### config.mk
export PLATFORM = sky130hd
export DESIGN_NAME = half_duplex_uart_responder
export DESIGN_NICKNAME = d
export VERILOG_FILES = /design/src/rtl/half_duplex_uart_responder.sv
export SDC_FILE = /design/constraint.sdc
export NUM_CORES = 1
export LEC_CHECK = 0
export CORE_UTILIZATION = 38
export DETAILED_ROUTE_END_ITERATION = 8
export GPL_ROUTABILITY_DRIVEN = 1
export HOLD_SLACK_MARGIN = 0.02
export PLACE_DENSITY = 0.63
export SKIP_LAST_GASP = 1
export SLEW_MARGIN = 20
export SYNTH_ARGS = -nofsm -noshare
export SYNTH_HDL_FRONTEND = slang
export SYNTH_SLANG_ARGS = --single-unit
export TNS_END_PERCENT = 1
### constraint.sdc
create_clock -name clk -period 6.65 [get_ports clk]
set_clock_uncertainty 0.15 [all_clocks]
set_input_delay 0.665 -clock clk [delete_from_list [all_inputs] [get_ports clk]]
set_output_delay 0.665 -clock clk [all_outputs]
set_load 0.05 [all_outputs]
### src/rtl/half_duplex_uart_responder.sv
// ESC-side endpoint of a single-wire half-duplex 8N1 link: receives bytes, queues responses,
// and transmits them after a line-idle guard interval. Optional macro: HDUPLEX_BREAK_DETECT_EN.
module half_duplex_uart_responder #(
  parameter int CLK_FREQ_HZ     = 72_000_000,
  parameter int BAUD_RATE       = 115200,
  parameter int TX_FIFO_DEPTH   = 16,
  parameter int TURNAROUND_BITS = 2
) (
  input  logic       clk,
  input  logic       rst_n,
  input  logic       serial_in,
  output logic       serial_out,
  output logic       serial_oe,
  output logic [7:0] rx_data,
  output logic       rx_valid,
  output logic       rx_frame_err,
  input  logic [7:0] tx_data,
  input  logic       tx_valid,
  output logic       tx_ready,
  output logic       busy
`ifdef HDUPLEX_BREAK_DETECT_EN
  ,
  output logic       break_det
`endif
);

  localparam int BIT_CLKS   = (CLK_FREQ_HZ + BAUD_RATE / 2) / BAUD_RATE;
  localparam int HALF_CLKS  = BIT_CLKS / 2;
  localparam int GUARD_CLKS = TURNAROUND_BITS * BIT_CLKS;
  localparam int BW         = $clog2(BIT_CLKS + 1);
  localparam int GW         = $clog2(GUARD_CLKS + 1);
  localparam int AW         = (TX_FIFO_DEPTH > 1) ? $clog2(TX_FIFO_DEPTH) : 1;

  localparam logic [BW-1:0] BIT_LAST  = BW'(BIT_CLKS - 1);
  localparam logic [BW-1:0] HALF_LAST = BW'(HALF_CLKS - 1);
  localparam logic [GW-1:0] GUARD_SAT = GW'(GUARD_CLKS);
  localparam logic [AW:0]   FIFO_FULL = (AW + 1)'(TX_FIFO_DEPTH);

  typedef enum logic [2:0] {
    R_IDLE      = 3'd0,
    R_START     = 3'd1,
    R_DATA      = 3'd2,
    R_STOP      = 3'd3,
    R_WAIT_HIGH = 3'd4
  } rx_state_t;

  typedef enum logic [2:0] {
    T_IDLE  = 3'd0,
    T_GUARD = 3'd1,
    T_START = 3'd2,
    T_DATA  = 3'd3,
    T_STOP  = 3'd4
  } tx_state_t;

  logic            r_sync1, r_sync2, r_line_d;
  rx_state_t       r_rx_state;
  logic [BW-1:0]   r_rx_cnt;
  logic [2:0]      r_rx_bit;
  logic [7:0]      r_rx_shift;
  logic [7:0]      r_rx_data;
  logic            r_rx_valid, r_rx_err;
  logic [GW-1:0]   r_idle_cnt;
  tx_state_t       r_tx_state;
  logic [BW-1:0]   r_tx_cnt;
  logic [2:0]      r_tx_bit;
  logic [7:0]      r_tx_shift;
  logic            r_serial_out, r_serial_oe;
  logic [7:0]      r_mem [TX_FIFO_DEPTH];
  logic [AW-1:0]   r_wr_ptr, r_rd_ptr;
  logic [AW:0]     r_count;

  logic            w_line, w_fall, w_idle_sat, w_empty, w_full;
  logic            w_push, w_pop, w_break;
  logic [7:0]      w_rdata;

  assign w_line     = r_sync2;
  assign w_fall     = r_line_d & ~r_sync2;
  assign w_idle_sat = (r_idle_cnt == GUARD_SAT);
  assign w_empty    = (r_count == '0);
  assign w_full     = (r_count == FIFO_FULL);
  assign w_rdata    = r_mem[r_rd_ptr];

  // A full FIFO still accepts a byte in the cycle the transmitter pops one.
  assign tx_ready     = (~w_full | w_pop) & ~w_break;
  assign w_push       = tx_valid & tx_ready;
  assign busy         = (r_rx_state != R_IDLE) || (r_tx_state != T_IDLE);
  assign serial_out   = r_serial_out;
  assign serial_oe    = r_serial_oe;
  assign rx_data      = r_rx_data;
  assign rx_valid     = r_rx_valid;
  assign rx_frame_err = r_rx_err;

  // Pop is the entry condition into T_START from either T_GUARD or T_STOP.
  always_comb begin
    w_pop = 1'b0;
    case (r_tx_state)
      T_GUARD: w_pop = w_idle_sat & ~w_empty;
      T_STOP:  w_pop = (r_tx_cnt == BIT_LAST) & ~w_empty;
      default: w_pop = 1'b0;
    endcase
  end

`ifdef HDUPLEX_BREAK_DETECT_EN
  localparam int BRK_CLKS = 10 * BIT_CLKS;
  localparam int LW       = $clog2(BRK_CLKS + 1);
  localparam logic [LW-1:0] BRK_LAST = LW'(BRK_CLKS - 1);
  localparam logic [LW-1:0] BRK_SAT  = LW'(BRK_CLKS);

  logic [LW-1:0] r_low_cnt;
  logic          r_break_det;

  assign w_break   = ~w_line & ~r_serial_oe & (r_low_cnt == BRK_LAST);
  assign break_det = r_break_det;

  // Low-time counter saturates so a held break yields a single pulse.
  always_ff @(posedge clk or negedge rst_n) begin
    if (!rst_n) begin
      r_low_cnt   <= '0;
      r_break_det <= 1'b0;
    end else begin
      r_break_det <= w_break;
      if (w_line || r_serial_oe) begin
        r_low_cnt <= '0;
      end else if (r_low_cnt != BRK_SAT) begin
        r_low_cnt <= r_low_cnt + 1'b1;
      end else begin
        r_low_cnt <= r_low_cnt;
      end
    end
  end
`else
  assign w_break = 1'b0;
`endif

  // Two-flop synchronizer on the pad, idle-high.
  always_ff @(posedge clk or negedge rst_n) begin
    if (!rst_n) begin
      r_sync1  <= 1'b1;
      r_sync2  <= 1'b1;
      r_line_d <= 1'b1;
    end else begin
      r_sync1  <= serial_in;
      r_sync2  <= r_sync1;
      r_line_d <= r_sync2;
    end
  end

  // Receiver; held idle while we drive the line so our own echo is ignored.
  always_ff @(posedge clk or negedge rst_n) begin
    if (!rst_n) begin
      r_rx_state <= R_IDLE;
      r_rx_cnt   <= '0;
      r_rx_bit   <= 3'd0;
      r_rx_shift <= 8'h00;
      r_rx_data  <= 8'h00;
      r_rx_valid <= 1'b0;
      r_rx_err   <= 1'b0;
    end else begin
      r_rx_valid <= 1'b0;
      r_rx_err   <= 1'b0;
      if (r_serial_oe) begin
        r_rx_state <= R_IDLE;
        r_rx_cnt   <= '0;
      end else if (w_break) begin
        r_rx_state <= R_WAIT_HIGH;
        r_rx_cnt   <= '0;
      end else begin
        case (r_rx_state)
          R_IDLE: begin
            r_rx_cnt <= '0;
            if (w_fall) begin
              r_rx_state <= R_START;
            end
          end
          R_START: begin
            if (r_rx_cnt == HALF_LAST) begin
              r_rx_cnt   <= '0;
              r_rx_bit   <= 3'd0;
              r_rx_state <= w_line ? R_IDLE : R_DATA;
            end else begin
              r_rx_cnt <= r_rx_cnt + 1'b1;
            end
          end
          R_DATA: begin
            if (r_rx_cnt == BIT_LAST) begin
              r_rx_cnt   <= '0;
              r_rx_shift <= {w_line, r_rx_shift[7:1]};
              r_rx_bit   <= r_rx_bit + 3'd1;
              if (r_rx_bit == 3'd7) begin
                r_rx_state <= R_STOP;
              end
            end else begin
              r_rx_cnt <= r_rx_cnt + 1'b1;
            end
          end
          R_STOP: begin
            if (r_rx_cnt == BIT_LAST) begin
              r_rx_cnt <= '0;
              if (w_line) begin
                r_rx_data  <= r_rx_shift;
                r_rx_valid <= 1'b1;
                r_rx_state <= R_IDLE;
              end else begin
                r_rx_err   <= 1'b1;
                r_rx_state <= R_WAIT_HIGH;
              end
            end else begin
              r_rx_cnt <= r_rx_cnt + 1'b1;
            end
          end
          R_WAIT_HIGH: begin
            r_rx_cnt <= '0;
            if (w_line) begin
              r_rx_state <= R_IDLE;
            end
          end
          default: begin
            r_rx_state <= R_IDLE;
            r_rx_cnt   <= '0;
          end
        endcase
      end
    end
  end

  // Line-idle time, measured only while the receiver is idle.
  always_ff @(posedge clk or negedge rst_n) begin
    if (!rst_n) begin
      r_idle_cnt <= '0;
    end else if (w_line && (r_rx_state == R_IDLE)) begin
      if (!w_idle_sat) begin
        r_idle_cnt <= r_idle_cnt + 1'b1;
      end
    end else begin
      r_idle_cnt <= '0;
    end
  end

  // Response FIFO storage; contents are don't-care until written.
  always_ff @(posedge clk) begin
    if (w_push) begin
      r_mem[r_wr_ptr] <= tx_data;
    end
  end

  // FIFO pointers and occupancy; a break flushes everything.
  always_ff @(posedge clk or negedge rst_n) begin
    if (!rst_n) begin
      r_wr_ptr <= '0;
      r_rd_ptr <= '0;
      r_count  <= '0;
    end else if (w_break) begin
      r_wr_ptr <= '0;
      r_rd_ptr <= '0;
      r_count  <= '0;
    end else begin
      if (w_push) begin
        r_wr_ptr <= r_wr_ptr + 1'b1;
      end
      if (w_pop) begin
        r_rd_ptr <= r_rd_ptr + 1'b1;
      end
      case ({w_push, w_pop})
        2'b10:   r_count <= r_count + 1'b1;
        2'b01:   r_count <= r_count - 1'b1;
        default: r_count <= r_count;
      endcase
    end
  end

  // Transmitter; bursts back-to-back bytes without releasing the line.
  always_ff @(posedge clk or negedge rst_n) begin
    if (!rst_n) begin
      r_tx_state   <= T_IDLE;
      r_tx_cnt     <= '0;
      r_tx_bit     <= 3'd0;
      r_tx_shift   <= 8'h00;
      r_serial_out <= 1'b1;
      r_serial_oe  <= 1'b0;
    end else begin
      case (r_tx_state)
        T_IDLE: begin
          r_tx_cnt <= '0;
          if (!w_empty) begin
            r_tx_state <= T_GUARD;
          end
        end
        T_GUARD: begin
          if (w_empty) begin
            r_tx_state <= T_IDLE;
          end else if (w_idle_sat) begin
            r_serial_oe  <= 1'b1;
            r_serial_out <= 1'b0;
            r_tx_shift   <= w_rdata;
            r_tx_cnt     <= '0;
            r_tx_state   <= T_START;
          end
        end
        T_START: begin
          if (r_tx_cnt == BIT_LAST) begin
            r_tx_cnt     <= '0;
            r_tx_bit     <= 3'd0;
            r_serial_out <= r_tx_shift[0];
            r_tx_shift   <= {1'b0, r_tx_shift[7:1]};
            r_tx_state   <= T_DATA;
          end else begin
            r_tx_cnt <= r_tx_cnt + 1'b1;
          end
        end
        T_DATA: begin
          if (r_tx_cnt == BIT_LAST) begin
            r_tx_cnt <= '0;
            if (r_tx_bit == 3'd7) begin
              r_serial_out <= 1'b1;
              r_tx_state   <= T_STOP;
            end else begin
              r_tx_bit     <= r_tx_bit + 3'd1;
              r_serial_out <= r_tx_shift[0];
              r_tx_shift   <= {1'b0, r_tx_shift[7:1]};
            end
          end else begin
            r_tx_cnt <= r_tx_cnt + 1'b1;
          end
        end
        T_STOP: begin
          if (r_tx_cnt == BIT_LAST) begin
            r_tx_cnt <= '0;
            if (!w_empty) begin
              r_serial_out <= 1'b0;
              r_tx_shift   <= w_rdata;
              r_tx_state   <= T_START;
            end else begin
              r_serial_oe <= 1'b0;
              r_tx_state  <= T_IDLE;
            end
          end else begin
            r_tx_cnt <= r_tx_cnt + 1'b1;
          end
        end
        default: begin
          r_tx_state   <= T_IDLE;
          r_serial_oe  <= 1'b0;
          r_serial_out <= 1'b1;
        end
      endcase
    end
  end

endmodule
# == Word-level counts from Yosys, hierarchy flattened ==
# Memories as Yosys holds them, arrays and structs flattened.
# Cells that the tools add are included.
# totals
regBits,87
mem_bits_rw,128
inputBits,12
out_inout_bits,14
word_cells,172
n_memories,1
# op_classes
addsub,9
eq_ne,37
mux,69
bitwise,11
reduce_logical,25
# mem_list
memory,depth,width,read_ports,rd_ports_with_merged_regs,wr,line,text
r_mem,16,8,1,0,1,68,logic [7:0] r_mem [TX_FIFO_DEPTH];
# op_table
cell,count
$mux W10,6
$mux W3,20
$mux W8,7
$pmux W8 S4,1
$pmux W10 S3,1
$pmux W3 S5,2
$ne A2 B2 Y1 const B,13
$mux W11,2
$mux W1,21
$ne A3 B3 Y1 const B,7
$add A10 B1 Y10 const B,2
$eq A10 B10 Y1 const B,2
$pmux W10 S2,1
$eq A3 B2 Y1 const B,4
$eq A3 B3 Y1 const B,4
$pmux W3 S2,2
$reduce_and A4 Y1,3
$reduce_and A6 Y1,2
$add A11 B1 Y11 const B,1
$eq A11 B11 Y1 const B,1
$eq A10 B9 Y1 const B,1
$pmux W5 S2,1
$reduce_bool A3 Y1,3
$add A4 B1 Y4 const B,2
other kinds (26),42

# == Depth between registers and ports, before layout ==
# Gate-level depths: netlist of the first run.
# logic_depth
ltp_word,8
depth_mapped,13
depth_no_buf,13

# == Worst setup path before layout of the first run ==
# Ideal clock, no wire load.
# synth_timing
path_type,flip-flop to flip-flop
from,register r_tx_cnt[7]
to,register r_count[4]
setup_ps,79
arrival_ps,3029
slack_ps,3392
path_stages_with_launch,12
path_buffers,0
cell_sequence,dfrtp_1 > or4_4 > nor4_1 > a31oi_1 > or4b_1 > inv_1 > ha_1 > nor2b_1 > o21a_1 > or3_1 > mux2i_1 > xor2_1
# synth_via
elab_chain_len,7
# synth_lines
item,line,text
from (decl),64,logic [BW-1:0] r_tx_cnt;
from (signal assigned),307,r_tx_cnt <= r_tx_cnt + 1'b1;
from (signal assigned),322,r_tx_cnt <= r_tx_cnt + 1'b1;
from (signal assigned),337,r_tx_cnt <= r_tx_cnt + 1'b1;
$eq A10 B10 Y1 *,98,T_STOP: w_pop = (r_tx_cnt == BIT_LAST) & ~w_empty;
$and A1 B1 Y1 *,98,
$pmux W1 S2 *,96,case (r_tx_state)
$or A1 B1 Y1,84,assign tx_ready = (~w_full | w_pop) & ~w_break;
$and A1 B1 Y1,85,assign w_push = tx_valid & tx_ready;
$eq A2 B1 Y1 or $eq A2 B2 Y1 (tied branches),263,"case ({w_push, w_pop})"
$pmux W5 S2 or $reduce_bool A2 Y1 (tied branches),--,
to (signal assigned),264,2'b10: r_count <= r_count + 1'b1;
to (signal assigned),265,2'b01: r_count <= r_count - 1'b1;
to (signal assigned),266,default: r_count <= r_count;
to (decl),70,logic [AW:0] r_count;
# Every way passes the cells marked *; elsewhere a longest branch is shown, timed or not.
# A chain may end at the register's enable or synchronous reset.

# == Final worst setup path of the first run ==
# layout_timing
from,register r_tx_state[0]
to,output port tx_ready
# layout_via
elab_chain_len,3
# layout_lines
item,line,text
from (decl),63,tx_state_t r_tx_state;
from (signal assigned),274,r_tx_state <= T_IDLE;
from (signal assigned),285,r_tx_state <= T_GUARD;
from (signal assigned),290,r_tx_state <= T_IDLE;
$eq A3 B3 Y1 or $eq A3 B1 Y1 (tied branches),96,
$pmux W1 S2 *,96,
$or A1 B1 Y1 *,84,
to (decl),19,"output logic tx_ready,"
# Marked as above.

==> metrics.log, run 1 <==
[metrics] run status: finished clean
[metrics] commonest non-fill, non-tap cells in the layout: 128 x sky130_fd_sc_hd__edfxtp_1, 81 x sky130_fd_sc_hd__dfrtp_1, 61 x sky130_fd_sc_hd__nor2_1, 38 x sky130_fd_sc_hd__nand2_1, 32 x sky130_fd_sc_hd__mux4_2
[metrics] die width: 159.5 um
[metrics] all-layer global routing usage: 0.1427
[metrics] initial core utilization: 0.3876
[metrics] most frequently used flop master after synthesis: sky130_fd_sc_hd__edfxtp_1
[metrics] Worst Setup Slack post-DPL: 3.094 ns
[metrics] setup repair after global routing missed its margin: no
[metrics] Floorplan Core Area: 24,320 um^2
[metrics] Post-synth ARST share: 0.4047
[metrics] depth of the CTS H-tree: 1
[metrics] row cnt: 57
[metrics] post-detailed-route DRC marker count: 0
[metrics] Critical Path RT: 5.83 ns
[metrics] total number of clock tree sinks: 215
[metrics] Clock Tree Root: sky130_fd_sc_hd__clkbuf_16
[metrics] number of diodes added for antenna fixing: 0
[metrics] most common library cell in the layout ignoring fill and taps: sky130_fd_sc_hd__edfxtp_1
[metrics] area taken by flip-flops and latches: 6028 um^2
[metrics] fill cell total of the finished layout: 2,134
[metrics] Setup-failing EPs final: 0
[metrics] number of antenna violations at the first check in global routing: 0
[metrics] beginning of the critical path: r_tx_state[0]
[metrics] fraction of the yosys area taken by sequential cells: 0.6392
[metrics] number of iterations in the first detailed-routing pass: 5
[metrics] biggest cell delay along the critical path: 0.91 ns
[metrics] period utilisation layout: 0.6073
[metrics] global-route wire length before repair: 29,080 um
[metrics] fraction of layout instances using a drive strength above 1: 0.1674
[metrics] setup fix buffers added after clock tree synthesis: 0
[metrics] routed wire length: 17,600 um
[metrics] CTS clk-pin slew, worst paths: 0.06 ns
[metrics] CTS tree: built
[metrics] startpoint kind of the worst setup timing path: flip-flop
[metrics] startpoint of the lowest-slack hold path: r_sync1
[metrics] kind of critical path: flip-flop to primary output
[metrics] Die Span Y: 159.5 um
[metrics] post-synth design cell area: 9427 um^2
[metrics] number of max-capacitance violations reported: 0
[metrics] maximum operating frequency: 0.2476 GHz
[metrics] overall via count from detail_route: 5,329
[metrics] post-synthesis sequential element count: 215
[metrics] setup tns final: 0 ns
[metrics] clk_lat worst skew: 0.51 ns
[metrics] area of the die: 25,440 um^2
[metrics] max-slew violations: 0
[metrics] maximum net fanout on the critical path: 18
[metrics] Slew @ Worst Pin: 1.129 ns
[metrics] total nets after synthesis: 681
[metrics] average routed wire per standard cell: 17.30 um
[metrics] Power Dens Cells: 304.8 nW/um^2
[metrics] DP HPWL: 11,600 um
[metrics] path type of the worst min-delay path: flip-flop to flip-flop
[metrics] synthesized netlist cell count: 650
[metrics] min setup slack post-route: 2.612 ns
[metrics] number of clock buffers inserted by TritonCTS: 23
[metrics] DRT iter0 DRCs: 384
[metrics] Placed Instance Area: 9992 um^2
[metrics] routability cong.: 0.8140
[metrics] critical path, cell by cell: nor3b_1 > o21ai_1 > o221ai_4 > clkdlybuf4s50_1
[metrics] via/cell ratio: 5.240
[metrics] footprint of the multi-input gates: 3229 um^2
[metrics] Synth-to-Final Area Change: 13.65%
[metrics] number of enable flip-flop cells after synthesis: 128
[metrics] number of unique standard cell types used by synthesis: 65
[metrics] buffers added on ports: 25
[metrics] post-layout minimum cycle time: 4.038 ns
[metrics] Yosys warnings: 0
[metrics] count of nets after finishing: 709
[metrics] cell area after layout: 10,710 um^2
[metrics] library cell contributing the largest single delay on the critical path: sky130_fd_sc_hd__clkdlybuf4s50_1
[metrics] reported leakage power: 3.916 nW
[metrics] global route total overflow: 0
[metrics] mean instance size in the synthesized netlist: 14.50 um^2
[metrics] Crit. End Element: primary output
[metrics] worst relative slew slack: 0.2475
[metrics] number of global-route vias before repair: 5,601
[metrics] maximum number of pins on one net before global-route repair: 60
[metrics] critical register-to-register path startpoint: r_tx_cnt[7]
[metrics] Worst VDD drop: 0.0002276 V
[metrics] Fin. Hold Viols: 0
[metrics] I/O Pins: 26
[metrics] remaining antenna violation count after routing: 0
[metrics] Worst EP arrival: 3.22 ns
[metrics] worst-case clock buffer depth: 3
==> what timing repair did <==
item	CTS	global route
hold buffers	1	0
endpoints found under the hold margin	27	0
gates resized for setup	0	0
==> worst max-delay path: cells and delay by family (launching register included) <==
kind	cells	cell delay [ns]
flip-flops	1	0.65
buffers and inverters	1	0.91
AND/OR/NAND/NOR	1	0.49
AO/OA/AOI/OAI	2	0.67
==> state kept, by name, summed over array words and instances (netlist names), 5 cells and up <==
name / flops
r_mem: 128
r_idle_cnt: 11
r_rx_cnt: 10
r_tx_cnt: 10
r_rx_shift: 8
r_tx_shift: 8
rx_data: 8
r_count: 5
==> synthesized netlist by cell type (2+ instances only) <==
cell	number	area share
sky130_fd_sc_hd__edfxtp_1	128	0.41
sky130_fd_sc_hd__dfrtp_1	83	0.22
sky130_fd_sc_hd__nor2_1	61	0.024
sky130_fd_sc_hd__nand2_1	38	0.015
sky130_fd_sc_hd__mux4_2	32	0.076
sky130_fd_sc_hd__mux2_2	26	0.031
sky130_fd_sc_hd__mux2i_1	21	0.022
sky130_fd_sc_hd__a21oi_1	20	0.011
sky130_fd_sc_hd__inv_1	20	0.0080
sky130_fd_sc_hd__nand3_1	20	0.011
sky130_fd_sc_hd__ha_1	18	0.024
sky130_fd_sc_hd__clkbuf_1	17	0.0068
sky130_fd_sc_hd__o21ai_0	15	0.0080
sky130_fd_sc_hd__xnor2_1	14	0.013
sky130_fd_sc_hd__xor2_1	11	0.010
sky130_fd_sc_hd__and3_1	9	0.0060
sky130_fd_sc_hd__a211o_1	8	0.0074
sky130_fd_sc_hd__or3_1	8	0.0053
sky130_fd_sc_hd__a22o_1	6	0.0056
sky130_fd_sc_hd__a31oi_1	6	0.0040
sky130_fd_sc_hd__nand2b_1	6	0.0040
sky130_fd_sc_hd__nor3_1	6	0.0032
sky130_fd_sc_hd__buf_2	5	0.0027
sky130_fd_sc_hd__nand3b_1	5	0.0040
sky130_fd_sc_hd__dfstp_2	4	0.011
sky130_fd_sc_hd__nand4_1	4	0.0027
sky130_fd_sc_hd__o21a_1	4	0.0032
sky130_fd_sc_hd__o21ai_1	4	0.0021
sky130_fd_sc_hd__a211oi_1	3	0.0024
sky130_fd_sc_hd__and2_1	3	0.0020
sky130_fd_sc_hd__buf_1	3	0.0012
sky130_fd_sc_hd__nor2b_1	3	0.0020
sky130_fd_sc_hd__a21o_1	2	0.0016
sky130_fd_sc_hd__nor3b_1	2	0.0016
sky130_fd_sc_hd__nor4_1	2	0.0013
sky130_fd_sc_hd__o211ai_1	2	0.0016
sky130_fd_sc_hd__o22ai_1	2	0.0013
sky130_fd_sc_hd__or3b_2	2	0.0019
==> cells by family after synthesis <==
family | Yosys count | share of synthesized area
xor+xnor | 25 | 0.02323
buf+inv | 46 | 0.01978
flops | 215 | 0.6392
mux | 80 | 0.1310
fa+ha+maj | 19 | 0.02602
simple gates | 182 | 0.09716
compound gates | 83 | 0.06358
==> power by group <==
part	switching, mW	internal, mW	leakage (nW)
clock network	0.495	0.678	0.344
registers	0.0987	1.57	2.31
logic	0.250	0.174	1.26
==> worst paths after layout <==
check | to | slack, ns | depth (start not counted)
setup / recovery | tx_ready | 2.61 | 4
setup reg to reg | r_count[4] | 3.10 | 11
max in group asynchronous | r_rd_ptr[0] | 4.75 | 3
hold reg to reg | r_sync2 | 0.21 | 0
hold / removal | r_sync2 | 0.21 | 0
min in group asynchronous | r_rx_cnt[9] | 0.48 | 2
==> per-layer routing <==
layer,global-route usage,wire (um),vias up,part of all wire
met4,0.04065,358,0,0.020
met1,0.1850,7502,2682,0.43
met5,0,0,-,0
li1,-,-,2501,-
met3,0.02579,837,29,0.048
met2,0.2445,8898,117,0.51
==> layout make-up <==
type / instances / area share
timing repair buffer: 29 / 0.02616
sequential: 215 / 0.5627
multi-input combinational: 389 / 0.3014
tap: 324 / 0.03784
clock buffer: 31 / 0.06027
clock inverter: 9 / 0.004555
inverter: 20 / 0.007008
==> per-stage QoR <==
step / hold WS (ns) / instances / total power, mW / utilization
CTS: 0.2070 / 1016 / 3.299 / 0.4398
floorplan: 0.1952 / 650 / 1.978 / -
finish: 0.2074 / 1017 / 3.265 / 0.4405
detailed placement: 0.2008 / 975 / 2.120 / 0.4109
global placement: 0.2012 / 975 / 2.091 / 0.4109
global route: 0.2101 / 1017 / 3.408 / 0.4405
Note: power is estimated with default switching activity, not from simulation.
==> run 2, diff against run 1 <==
clock period = 4.1 ns   (was 6.65 ns; I/O delays follow)
==> metrics.log, run 2 (synthesis results as in run 1) <==
[metrics] max-slew violations: 0
[metrics] Slew @ Worst Pin: 1.033 ns
[metrics] Floorplan Core Area: 24,320 um^2
[metrics] maximum net fanout on the critical path: 8
[metrics] Power Dens Cells: 494.5 nW/um^2
[metrics] global routing usage on met1: 0.1810
[metrics] count of nets after finishing: 723
[metrics] remaining antenna violation count after routing: 0
[metrics] period utilisation layout: 0.9118
[metrics] number of flip-flops under the largest register name: 128
[metrics] GRT met3 Usage: 0.02188
[metrics] CTS resizes: 0
[metrics] reported leakage power: 3.979 nW
[metrics] Synth-to-Final Area Change: 14.80%
[metrics] worst relative slew slack: 0.3110
[metrics] number of diodes added for antenna fixing: 0
[metrics] hold_buf cts: 1
[metrics] number of max-capacitance violations reported: 0
[metrics] fill cell total of the finished layout: 2,175
[metrics] path type of the worst min-delay path: input port to flip-flop
[metrics] most common library cell in the layout ignoring fill and taps: sky130_fd_sc_hd__edfxtp_1
[metrics] run status: finished clean
[metrics] DP HPWL: 11,770 um
[metrics] row cnt: 57
[metrics] Die Span Y: 159.5 um
[metrics] footprint of the multi-input gates: 3221 um^2
[metrics] routability cong.: 0.8473
[metrics] worst-case clock buffer depth: 3
[metrics] total number of clock tree sinks: 215
[metrics] Setup-failing EPs final: 0
[metrics] maximum operating frequency: 0.2675 GHz
[metrics] Worst VDD drop: 0.0003378 V
[metrics] maximum number of pins on one net before global-route repair: 65
[metrics] met2 GRT Util: 0.2519
[metrics] post-layout minimum cycle time: 3.738 ns
[metrics] Critical Path RT: 3.54 ns
[metrics] startpoint kind of the worst setup timing path: flip-flop
[metrics] global route total overflow: 0
[metrics] peak-usage layer in the global routing report: met2
[metrics] via/cell ratio: 5.204
[metrics] largest registers: r_mem x128, r_idle_cnt x11
[metrics] Worst EP arrival: 3.18 ns
[metrics] global-route wire length before repair: 28,920 um
[metrics] number of clock buffers inserted by TritonCTS: 23
[metrics] DRT iter0 DRCs: 483
[metrics] clk_lat worst skew: 0.51 ns
[metrics] overall via count from detail_route: 5,365
[metrics] setup repair after global routing missed its margin: no
[metrics] CTS clk-pin slew, worst paths: 0.06 ns
[metrics] initial core utilization: 0.3876
[metrics] setup fix buffers added after clock tree synthesis: 0
[metrics] number of antenna violations at the first check in global routing: 0
[metrics] Fin. Hold Viols: 0
[metrics] kind of critical path: flip-flop to primary output
[metrics] all-layer global routing usage: 0.1428
[metrics] buffers added on ports: 25
[metrics] die width: 159.5 um
[metrics] area taken by flip-flops and latches: 6028 um^2
[metrics] largest reg by FF count: r_mem
[metrics] routed wire length: 17,740 um
[metrics] I/O Pins: 26
[metrics] Layout Utilization: 0.4450
[metrics] Crit. End Element: primary output
[metrics] Clock Tree Root: sky130_fd_sc_hd__clkbuf_16
[metrics] number of global-route vias before repair: 5,558
[metrics] area of the die: 25,440 um^2
[metrics] CTS tree: built
[metrics] depth of the CTS H-tree: 1
[metrics] number of iterations in the first detailed-routing pass: 4
[metrics] fraction of layout instances using a drive strength above 1: 0.1796
[metrics] average routed wire per standard cell: 17.21 um
[metrics] setup tns final: 0 ns
[metrics] commonest non-fill, non-tap cells in the layout: 128 x sky130_fd_sc_hd__edfxtp_1, 81 x sky130_fd_sc_hd__dfrtp_1, 61 x sky130_fd_sc_hd__nor2_1, 38 x sky130_fd_sc_hd__nand2_1, 32 x sky130_fd_sc_hd__mux4_2
[metrics] post-detailed-route DRC marker count: 0
run 2: where the power goes:
| group | switching [mW] | internal, mW |
|---|---|---|
| registers | 0.164 | 2.55 |
| logic | 0.401 | 0.299 |
| clock network | 0.805 | 1.14 |
run 2: worst max-delay path: stages (launching register included):
cell and delay [ns]:
sky130_fd_sc_hd__dfrtp_1 0.43, sky130_fd_sc_hd__or4_4 0.59, sky130_fd_sc_hd__or3_4 0.43, sky130_fd_sc_hd__o221ai_4 0.31
sky130_fd_sc_hd__clkdlybuf4s50_1 0.90
run 2: area by class of cell:
cell class | count | area share
repair buffers | 43 | 0.03561
inverters | 20 | 0.006937
well taps | 324 | 0.03746
clock buffers | 32 | 0.05816
multi-input cells | 389 | 0.2976
clock inverters | 8 | 0.007168
flip-flops and latches | 215 | 0.5571
run 2: final timing paths:
| check | start | end | slack, ns | depth (start not counted) |
|---|---|---|---|---|
| setup / recovery | r_tx_cnt[7] | tx_ready | 0.36 | 4 |
| hold / removal | serial_in | r_sync1 | 0.15 | 1 |
| setup reg to reg | r_tx_cnt[7] | r_count[4] | 0.42 | 11 |
| hold reg to reg | r_sync1 | r_sync2 | 0.22 | 0 |
| max in group asynchronous | rst_n | serial_out | 2.52 | 3 |
| min in group asynchronous | rst_n | r_rx_cnt[7] | 0.38 | 2 |
run 2: metal layers:
metal / routed length, um / up-vias
li1: - / 2529
met1: 7680 / 2707
met2: 9070 / 102
met3: 615 / 27
met4: 377 / 0
met5: 0 / -
run 2: stage by stage:
stage | total power, mW | cell area, um^2 | hold WS [ns] | setup slack, ns | instances
floorplan | 3.209 | 9427 | -0.03559 | 0.8418 | 650
finish | 5.352 | 10820 | 0.1528 | 0.3615 | 1031
detailed placement | 3.449 | 10100 | 0.1988 | 0.4434 | 990
global placement | 3.410 | 10100 | 0.2012 | 0.6014 | 990
CTS | 5.410 | 10820 | 0.1341 | 0.3611 | 1031
global route | 5.598 | 10820 | 0.1561 | 0.1530 | 1031
